File: config.mk
export PLATFORM = sky130hd
export DESIGN_NAME = inst_mem_loader
export DESIGN_NICKNAME = d
export VERILOG_FILES = /design/src/rtl/inst_mem_loader.sv
export SDC_FILE = /design/constraint.sdc
export NUM_CORES = 1
export LEC_CHECK = 0
export BUFFER_PORTS_ARGS = -buffer_cell sky130_fd_sc_hd__buf_4
export CAP_MARGIN = 20
export CORE_UTILIZATION = 48
export CTS_CLUSTER_DIAMETER = 100
export DETAILED_ROUTE_END_ITERATION = 16
export GPL_TIMING_DRIVEN = 0
export PLACE_DENSITY = 0.8
export RECOVER_POWER = 100
export SKIP_CTS_REPAIR_TIMING = 1
export SYNTH_ARGS = -nofsm -noshare
export SYNTH_HDL_FRONTEND = slang
export SYNTH_SLANG_ARGS = --single-unit
File: constraint.sdc
create_clock -name i_clk -period 1.6 [get_ports i_clk]
set_input_delay 0.32 -clock i_clk [delete_from_list [all_inputs] [get_ports i_clk]]
set_output_delay 0.32 -clock i_clk [all_outputs]
set_load 0.01 [all_outputs]
File: src/rtl/inst_mem_loader.sv
// inst_mem_loader: byte-stream programmer that writes a start address plus data bytes into inst_memory
// Ports:
//   i_clk, i_rst            clock, synchronous active-high reset
//   i_start, i_stop         1-cycle pulses that begin/restart or end a load transaction
//   i_byte_valid, i_byte    incoming stream byte, accepted when o_byte_ready is high
//   o_byte_ready            loader accepts i_byte this cycle
//   o_mem_address/data/cs   memory write port, cs high one cycle per written byte
//   o_cpu_hold              CPU held while loading, released in DONE
//   o_done                  load finished, held until the next i_start
//   o_overflow              sticky: a data byte targeted an address >= MEM_DEPTH
//   o_byte_count            data bytes written this transaction (saturating)
//   o_checksum              XOR of all bytes written this transaction
module inst_mem_loader #(
    parameter int MEM_DEPTH = 128,
    parameter int ADDR_W    = 8,
    parameter int DATA_W    = 8
) (
    input  logic              i_clk,
    input  logic              i_rst,
    input  logic              i_start,
    input  logic              i_stop,
    input  logic              i_byte_valid,
    input  logic [DATA_W-1:0] i_byte,
    output logic              o_byte_ready,
    output logic [ADDR_W-1:0] o_mem_address,
    output logic [DATA_W-1:0] o_mem_data,
    output logic              o_mem_cs,
    output logic              o_cpu_hold,
    output logic              o_done,
    output logic              o_overflow,
    output logic [7:0]        o_byte_count,
    output logic [DATA_W-1:0] o_checksum
);
    typedef enum logic [2:0] {S_IDLE, S_GET_ADDR, S_STREAM, S_STROBE, S_DONE} state_t;

    localparam logic [ADDR_W:0] LP_DEPTH = (ADDR_W+1)'(MEM_DEPTH);

    state_t            r_state, w_next;
    logic [ADDR_W-1:0] r_ptr, r_addr;
    logic [DATA_W-1:0] r_data, r_checksum;
    logic [7:0]        r_count;
    logic              r_ready, r_cs, r_hold, r_done, r_overflow;
    logic              w_acc, w_in_range;

    assign w_acc         = i_byte_valid & r_ready;
    assign w_in_range    = {1'b0, r_ptr} < LP_DEPTH;
    assign o_byte_ready  = r_ready;
    assign o_mem_address = r_addr;
    assign o_mem_data    = r_data;
    assign o_mem_cs      = r_cs;
    assign o_cpu_hold    = r_hold;
    assign o_done        = r_done;
    assign o_overflow    = r_overflow;
    assign o_byte_count  = r_count;
    assign o_checksum    = r_checksum;

    // Start beats stop everywhere; a stop during STROBE lets the strobe finish and then goes to DONE.
    always_comb begin
        w_next = r_state;
        if (i_start)
            w_next = S_GET_ADDR;
        else
            case (r_state)
                S_GET_ADDR: w_next = i_stop ? S_DONE : (w_acc ? S_STREAM : S_GET_ADDR);
                S_STREAM:   w_next = i_stop ? S_DONE : ((w_acc && w_in_range) ? S_STROBE : S_STREAM);
                S_STROBE:   w_next = i_stop ? S_DONE : S_STREAM;
                default:    w_next = r_state;
            endcase
    end

    // Handshake/status outputs are registered from the next state so they line up with r_state.
    always_ff @(posedge i_clk) begin
        if (i_rst) begin
            r_state    <= S_IDLE;
            r_ptr      <= '0;
            r_addr     <= '0;
            r_data     <= '0;
            r_checksum <= '0;
            r_count    <= '0;
            r_ready    <= 1'b0;
            r_cs       <= 1'b0;
            r_hold     <= 1'b1;
            r_done     <= 1'b0;
            r_overflow <= 1'b0;
        end else begin
            r_state <= w_next;
            r_ready <= (w_next == S_GET_ADDR) || (w_next == S_STREAM);
            r_cs    <= w_next == S_STROBE;
            r_hold  <= w_next != S_DONE;
            r_done  <= w_next == S_DONE;
            if (i_start) begin
                r_count    <= '0;
                r_checksum <= '0;
                r_overflow <= 1'b0;
            end else if (r_state == S_STROBE) begin
                r_ptr      <= (&r_ptr) ? r_ptr : r_ptr + 1'b1;
                r_count    <= (&r_count) ? r_count : r_count + 8'd1;
                r_checksum <= r_checksum ^ r_data;
            end else if (w_acc && !i_stop) begin
                // A stop arriving with a byte ends the transaction; the byte is not used.
                if (r_state == S_GET_ADDR)
                    r_ptr <= ADDR_W'(i_byte);
                else if (w_in_range) begin
                    r_addr <= r_ptr;
                    r_data <= i_byte;
                end else
                    r_overflow <= 1'b1;
            end
        end
    end
endmodule

* Yosys cells after proc, flatten, opt, wreduce, memory -nomap -nowiden *
Index checks and enable logic that the tools add are counted.

operators by class
  $add $sub $neg = 2
  reduce and logical (&&, ||, !) cells = 13
  multiplexer cells = 11
  equal/unequal tests = 9
  bitwise logic cells = 7
  order comparisons = 1

operator list
  operator                                              number
  2-to-1 mux 8 bit                                      4
  adder 8 x 1 -> 8 bit (second input constant)          2
  AND reduction 8 bit                                   2
  equality test 3 x 2 -> 1 bit (second input constant)  4
  2-to-1 mux 3 bit                                      4
  case mux 3 bit (3 select lines)                       1
  < comparator 8 bit (second input constant)            1
  AND reduction 4 bit                                   2
  XOR 8 bit                                             1
  equality test 3 x 1 -> 1 bit (second input constant)  2
  inverter 1 bit                                        5
  AND reduction 5 bit                                   1
  nonzero test 2 bit                                    2
  equality test 3 bit (second input constant)           1
  inequality test 3 bit (second input constant)         1
  logical AND 1 bit                                     2
  2-to-1 mux 2 bit                                      1
  inequality test 2 bit (second input constant)         1
  AND reduction 2 bit                                   1
  OR reduction 2 bit                                    1
  AND 1 bit                                             1
  logical NOT 1 bit                                     1
  logical OR 1 bit                                      1
  2-to-1 mux 1 bit                                      1

word-level totals
  output and inout port bits = 37
  logic and storage cells = 54
  bits in registers = 48
  bits of input ports = 13

* Logic depth before layout (Yosys ltp) *
Gate-level depths: netlist (run 1).

  word-level depth = 8
  depth in mapped cells = 6
  depth with buffers taken out = 5

* Worst setup path before layout (run 1) *
Ideal clock, no wire load.

  path kind = reg-to-reg
  start point = register r_ptr[0]
  end point = register r_ptr[5]
  stages on the path, launching flop included = 7
  data required time = 1514 ps
  path buffers = 1
  setup slack = -78 ps
  period minus slack after synthesis = 1678 ps
  arrival time = 1591 ps
  cell sequence = dfxtp_1 -> ha_1 -> and3_1 -> and4_4 -> buf_6 -> or3_1 -> a221oi_2

between the ends
  longest elaborated chain between the ends = 3
  elaborated cells on any way between the ends = 6
  those cells by class = add/sub (1); eq/ne (1); mux (2); reduce/logical (2)

RTL lines
  element                                                      RTL line  source
  start, declared                                              39        logic [ADDR_W-1:0] r_ptr, r_addr;
  start signal, assigned                                       96        r_ptr <= (&r_ptr) ? r_ptr : r_ptr + 1'b1;
  start signal, assigned                                       102       r_ptr <= ADDR_W'(i_byte);
  adder 8 x 1 -> 8 bit or AND reduction 8 bit (tied branches)  96
  2-to-1 mux 8 bit or inequality test 2 bit (tied branches)    -
  2-to-1 mux 8 bit or AND reduction 4 bit (tied branches)      -

Several ways; a longest one is shown, not always the timed one. The select of a mux whose other input is x is not followed.
A chain may end at the register's enable or synchronous reset.

* Worst setup path in the final report (run 1) *
  start point = register r_state[2]
  end point = register r_ptr[0]

between the ends
  longest elaborated chain between the ends = 3
  elaborated cells on any way between the ends = 7
  those cells by class = eq/ne (3); mux (1); reduce/logical (3)

RTL lines
  element                                                                       RTL line  source
  start, declared                                                               38        state_t r_state, w_next;
  start signal, assigned                                                        86        r_state <= w_next;
  equality test 3 x 2 -> 1 bit or equality test 3 x 1 -> 1 bit (tied branches)  95, 101
  inequality test 2 bit (no line) or nonzero test 2 bit (tied branches)         -
  AND reduction 4 bit (no line)                                                 -

Several ways; a longest one is shown, not always the timed one.

==> flow_summary.ini, run 1 <==
[route]
drt-total-wl_mm = 4.97
initialDrtViolationCount = 161
dr_wl_met2_mm = 2.39
wl_met1_mm = 2.19
drt_first_pass_iters = 4
dr_wl_met3_um = 282
vias_per_cell = 5.64
wl_per_cell_um = 14.6
drc = 0
vias = 1923
top_layer = met4
drtAntennaViolNets = 0

[final_layout]
final_cells = 341
multi_input_area_um2 = 1130
fillers = 359
post-route-util = 0.676
layout-drive-gt1-share = 0.309
final_area_um2 = 2780
synthToLayoutAreaGrowth_pct = 30.7
seq_area_um2 = 982
nNetsFinal = 305
diodes = 0

[die]
die_w_um = 68.6
core_um2 = 4120
die_h_um = 68.6
die-area_um2 = 4700
rows = 23
start_util = 0.517
ioPinCount = 50

[sta]
whs_ns = 0.268
setup_tns_ns = 0
setup_ws_ns = 0.00210
rsz0062_at_grt = true
post-route-period-util = 0.999
layout_min_cycle_time_ns = 1.60
slew_headroom = 0.652
tightest_slew_ns = 0.522
setup_viol = 0
hold_viol = 0
max_freq_ghz = 0.626
finalMaxSlewViolations = 0
clock_skew_ns = 0.00387

[pwr]
swShare = 0.224
peakVddDrop_mv = 0.583
p_int_mw = 1.72
switchingPower_mw = 0.497
power.share.sequential = 0.546
clkPwrFrac = 0.396
power.total_mw = 2.21
comb_power_share = 0.059
power_density_nw_per_um2 = 796
total_leakage_power_nw = 1.09

[critical_path]
worstPathRequired_ns = 1.82
path_delay_family = simple AND/OR/NAND/NOR gates
critPathKind = reg2reg
cp_slowest_cell = or4_1
startpoint = r_state[2]
worstPathArrival_ns = 1.82
start_kind = flop
cp-end-kind = flop
reg2reg_from = r_state[2]
crit_fanout = 7
max_stage_delay_ns = 0.50
cp_cell_sequence = nand2b_1 -> a211o_4 -> or4_1 -> a31oi_1
path_buf_inv = 0

[yosys]
netlist_area_um2 = 2130
ys_ff_latch = 48
synth_top_area_share = 0.451
synth-edff-count = 0
synth_cell_types = 47
synthTopCellsByArea = dfxtp_1, mux2i_1, nor2_1, xor2_1, nand2_1
synth.most_common_cell = dfxtp_1
ys_async_sr_fraction = 0
ys_warn_count = 0
synth_cells = 229
synth_nets = 244
syn_avg_cell_area_um2 = 9.29
synth_ff_type = dfxtp_1
netlist_top_cells_count = dfxtp_1, nor2_1, mux2i_1
yosysSeqAreaShare = 0.451
yosys.area.top_type = dfxtp_1

[clock_network]
clk_pin_slew_worst_paths_ns = 0.09
cts_root_buf = clkbuf_8
clkLatencyLatePin_ns = 0.30
cts_max_level = 2
cts_buffers = 5
cts_tree = done
cts.path.max_buffers = 2
cts.sinks = 48

[placement]
dp_hpwl_mm = 3.54
port_buffers = 48
placed_cells = 327
gp_congestion = 0.858
place_area_um2 = 2560
post-place-ws_ns = -0.323

[grt]
grt_pass1_wl_mm = 7.62
grtUsageTotal = 0.223
antenna_found_initial = 0
grt_pass1_vias = 1623
grt.overflow.total = 0
grt_max_degree = 16

[min_path]
hold_path.class = in2reg
min_from = i_byte[3]

[status]
status = completed

[run]
maxCapViolCount = 0
## routing by layer
layer / GRT usage / vias up
li1: - / 935
met1: 0.286 / 907
met2: 0.358 / 72
met3: 0.0543 / 9
met4: 0.0885 / 0
met5: 0 / -
## sequential cells by signal, summed over array words and instances, names as in the netlist
register / cells
o_byte_count: 8
o_checksum: 8
o_mem_address: 8
o_mem_data: 8
r_ptr: 8
r_state: 3
o_byte_ready: 1
o_cpu_hold: 1
o_done: 1
o_mem_cs: 1
o_overflow: 1
## power groups by stage
stage | logic [mW] | registers [mW] | clock network (mW)
after floorplan | 0.0641 | 1.24 | 0
after global placement | 0.118 | 1.24 | 0
after detailed placement | 0.119 | 1.24 | 0
after CTS | 0.119 | 1.22 | 0.892
after global routing | 0.141 | 1.21 | 0.946
final | 0.130 | 1.21 | 0.876
## cells in the final DEF, fill, tap and decap left out, types with 3 or more instances in the layout
cell type	Yosys	final
o21ai_0	6	5
clkbuf_1	11	5
o211ai_1	5	5
nand3_1	5	4
xor2_1	13	13
dfxtp_4	0	5
nor2_1	39	38
a21oi_1	9	9
clkbuf_2	0	3
inv_1	4	4
mux2i_1	17	17
clkbuf_8	0	5
nand2_1	15	15
dfxtp_1	48	41
a211oi_1	4	3
and3_1	5	4
buf_4	0	56
## worst reg2reg max path, delay by kind of cell, from the launching register on
| family | cells | cell delay, ns |
|---|---|---|
| flops | 1 | 0.37 |
| simple gates | 2 | 0.67 |
| compound gates | 2 | 0.48 |
## path summary, 6_finish.rpt
| path | slack (ns) | endpoint | cells past startpoint |
|---|---|---|---|
| worst max register to register | 0.002 | r_ptr[0] | 4 |
| worst max-delay path | 0.002 | r_ptr[0] | 4 |
| worst min register to register | 0.48 | o_mem_address[7] | 1 |
| worst min-delay path | 0.27 | o_mem_data[3] | 3 |
## cell type report
type / count / area share
Multi-Input combinational cell: 164 / 0.406
Tap cell: 50 / 0.0225
Buffer: 10 / 0.0180
Clock inverter: 3 / 0.0153
Clock buffer: 5 / 0.0247
Sequential cell: 48 / 0.353
Inverter: 4 / 0.00540
Timing Repair Buffer: 57 / 0.155
## logic make-up after synthesis
group,after synthesis,synth area share
adder cells (fa/ha/maj),2,0.0118
AO/OA/AOI/OAI,42,0.142
buffers and inverters,17,0.0370
AND/OR/NAND/NOR,89,0.220
XOR/XNOR,14,0.0576
multiplexers,17,0.0800
flip-flops,48,0.451
Note: power is estimated with default switching activity, not from simulation.
==> run 2: changes to the inputs <==
--- a/config.mk
+++ b/config.mk
@@ -7,11 +7,11 @@
 export LEC_CHECK = 0
 export BUFFER_PORTS_ARGS = -buffer_cell sky130_fd_sc_hd__buf_4
 export CAP_MARGIN = 20
-export CORE_UTILIZATION = 48
+export CORE_UTILIZATION = 57
 export CTS_CLUSTER_DIAMETER = 100
 export DETAILED_ROUTE_END_ITERATION = 16
 export GPL_TIMING_DRIVEN = 0
-export PLACE_DENSITY = 0.8
+export PLACE_DENSITY = 0.89
 export RECOVER_POWER = 100
 export SKIP_CTS_REPAIR_TIMING = 1
 export SYNTH_ARGS = -nofsm -noshare
==> constraint.sdc (replaced) <==
create_clock -name i_clk -period 2 [get_ports i_clk]
set_input_delay 0.4 -clock i_clk [delete_from_list [all_inputs] [get_ports i_clk]]
set_output_delay 0.4 -clock i_clk [all_outputs]
set_load 0.01 [all_outputs]
==> flow_summary.ini, run 2 (synthesis gave the netlist of run 1 again) <==
[route]
drt-total-wl_mm = 4.87
top_layer = met4
dr_wl_met3_um = 260
vias = 1874
drtAntennaViolNets = 0
wl_per_cell_um = 14.7
drt_first_pass_iters = 4
dr_wl_met2_mm = 2.27
initialDrtViolationCount = 123
drc = 0
vias_per_cell = 5.66
wl_met1_mm = 2.24

[critical_path]
crit_fanout = 9
max_stage_delay_ns = 0.36
cp_slowest_cell = dfxtp_1
reg2reg_slack_ns = 0.11
cp-end-kind = flop
reg2reg_from = r_ptr[0]
r2r-end = r_ptr[5]
start_kind = flop
path_delay_family = simple AND/OR/NAND/NOR gates
worstPathArrival_ns = 2.12
cp_cell_sequence = ha_1 -> and3_1 -> and4_2 -> buf_4 -> or3_1 -> a221oi_2
worstPathRequired_ns = 2.22
path_buf_inv = 1
critPathKind = reg2reg
rr_worst_depth = 6

[placement]
post-place-ws_ns = 0.0177
dp_hpwl_mm = 3.48
gp_congestion = 0.877
port_buffers = 48

[sta]
rsz0062_at_grt = false
setup_viol = 0
max_freq_ghz = 0.529
tightest_slew_ns = 0.745
slew_headroom = 0.500
hold_viol = 0
layout_min_cycle_time_ns = 1.89
clock_skew_ns = 0.00587
post-route-period-util = 0.946
setup_ws_ns = 0.108
setup_tns_ns = 0
finalMaxSlewViolations = 0

[pwr]
total_leakage_power_nw = 0.873
comb_power_share = 0.056
switchingPower_mw = 0.403
peakVddDrop_mv = 0.551
power_density_nw_per_um2 = 661
power.share.sequential = 0.589
p_int_mw = 1.25
swShare = 0.244
clkPwrFrac = 0.355

[clock_network]
cts_buffers = 5
clkLatencyLatePin_ns = 0.31
cts_root_buf = clkbuf_8
cts_tree = done
clk_pin_slew_worst_paths_ns = 0.09
cts.sinks = 48
cts_max_level = 2
cts.path.max_buffers = 2

[die]
die_h_um = 63.1
die_w_um = 63.1
die-area_um2 = 3980
rows = 21
ioPinCount = 50
start_util = 0.614
core_um2 = 3470

[min_path]
worstHoldPathCells = 3
hold_path_end = o_mem_data[4]
hold_path.class = in2reg
min_from = i_byte[4]

[final_layout]
nNetsFinal = 299
synthToLayoutAreaGrowth_pct = 17.3
diodes = 0
layout_common_cells = dfxtp_1, clkbuf_1, nor2_1
layout-drive-gt1-share = 0.0982
final_common_cell = dfxtp_1

[grt]
grt_pass1_vias = 1694
grt_pass1_wl_mm = 8.02
grtUsageTotal = 0.259
grt.overflow.total = 0
grt_max_degree = 17
antenna_found_initial = 0

[status]
status = completed

[run]
maxCapViolCount = 0
-- run 2: worst max path at each step --
stage               start               end  depth (start not counted)
2_1_floorplan     i_start  o_mem_address[0]                          5
3_3_place_gp       i_stop     o_mem_data[6]                          6
3_5_place_dp       i_stop     o_mem_data[6]                          6
4_1_cts        r_state[0]   o_byte_count[4]                          6
5_1_grt        r_state[2]          r_ptr[5]                          6
6_report         r_ptr[0]          r_ptr[5]                          6
-- run 2: final cells by class --
class | instances | area [µm²]
Multi-Input combinational cell | 164 | 1090
Fill cell | 298 | 972
Sequential cell | 48 | 961
Timing Repair Buffer | 48 | 221
Clock buffer | 5 | 68.8
Buffer | 13 | 61.3
Tap cell | 46 | 57.6
Clock inverter | 3 | 23.8
Inverter | 4 | 15.0
-- run 2: metal layers --
metal | vias to the layer above | GRT usage
li1 | 929 | -
met1 | 878 | 0.325
met2 | 54 | 0.414
met3 | 13 | 0.0616
met4 | 0 | 0.128
met5 | - | 0
-- run 2: worst reg2reg max path: stages, from the launching register on --
cell	delay [ns]
dfxtp_1	0.36
ha_1	0.25
and3_1	0.23
and4_2	0.23
buf_4	0.16
or3_1	0.36
a221oi_2	0.23
-- run 2: through the flow --
stage               hold slack (ns)  utilization  std cells  instance area [µm²]  power (mW)
finish                        0.348        0.720        331                 2500        1.65
global route                  0.360        0.720        331                 2500        1.73
CTS                           0.344        0.761        331                 2640        1.66
detailed placement            0.471        0.734        323                 2550        1.09
global placement              0.464        0.734        323                 2550        1.09
floorplan                     0.470            -        229                 2130        1.05
-- run 2: power by group through the flow --
stage	registers (mW)	logic (mW)	clock network (mW)
CTS	0.972	0.0955	0.595
global placement	0.994	0.0931	0
detailed placement	0.994	0.0948	0
global route	0.974	0.0999	0.652
floorplan	0.994	0.0513	0
finish	0.972	0.0932	0.586
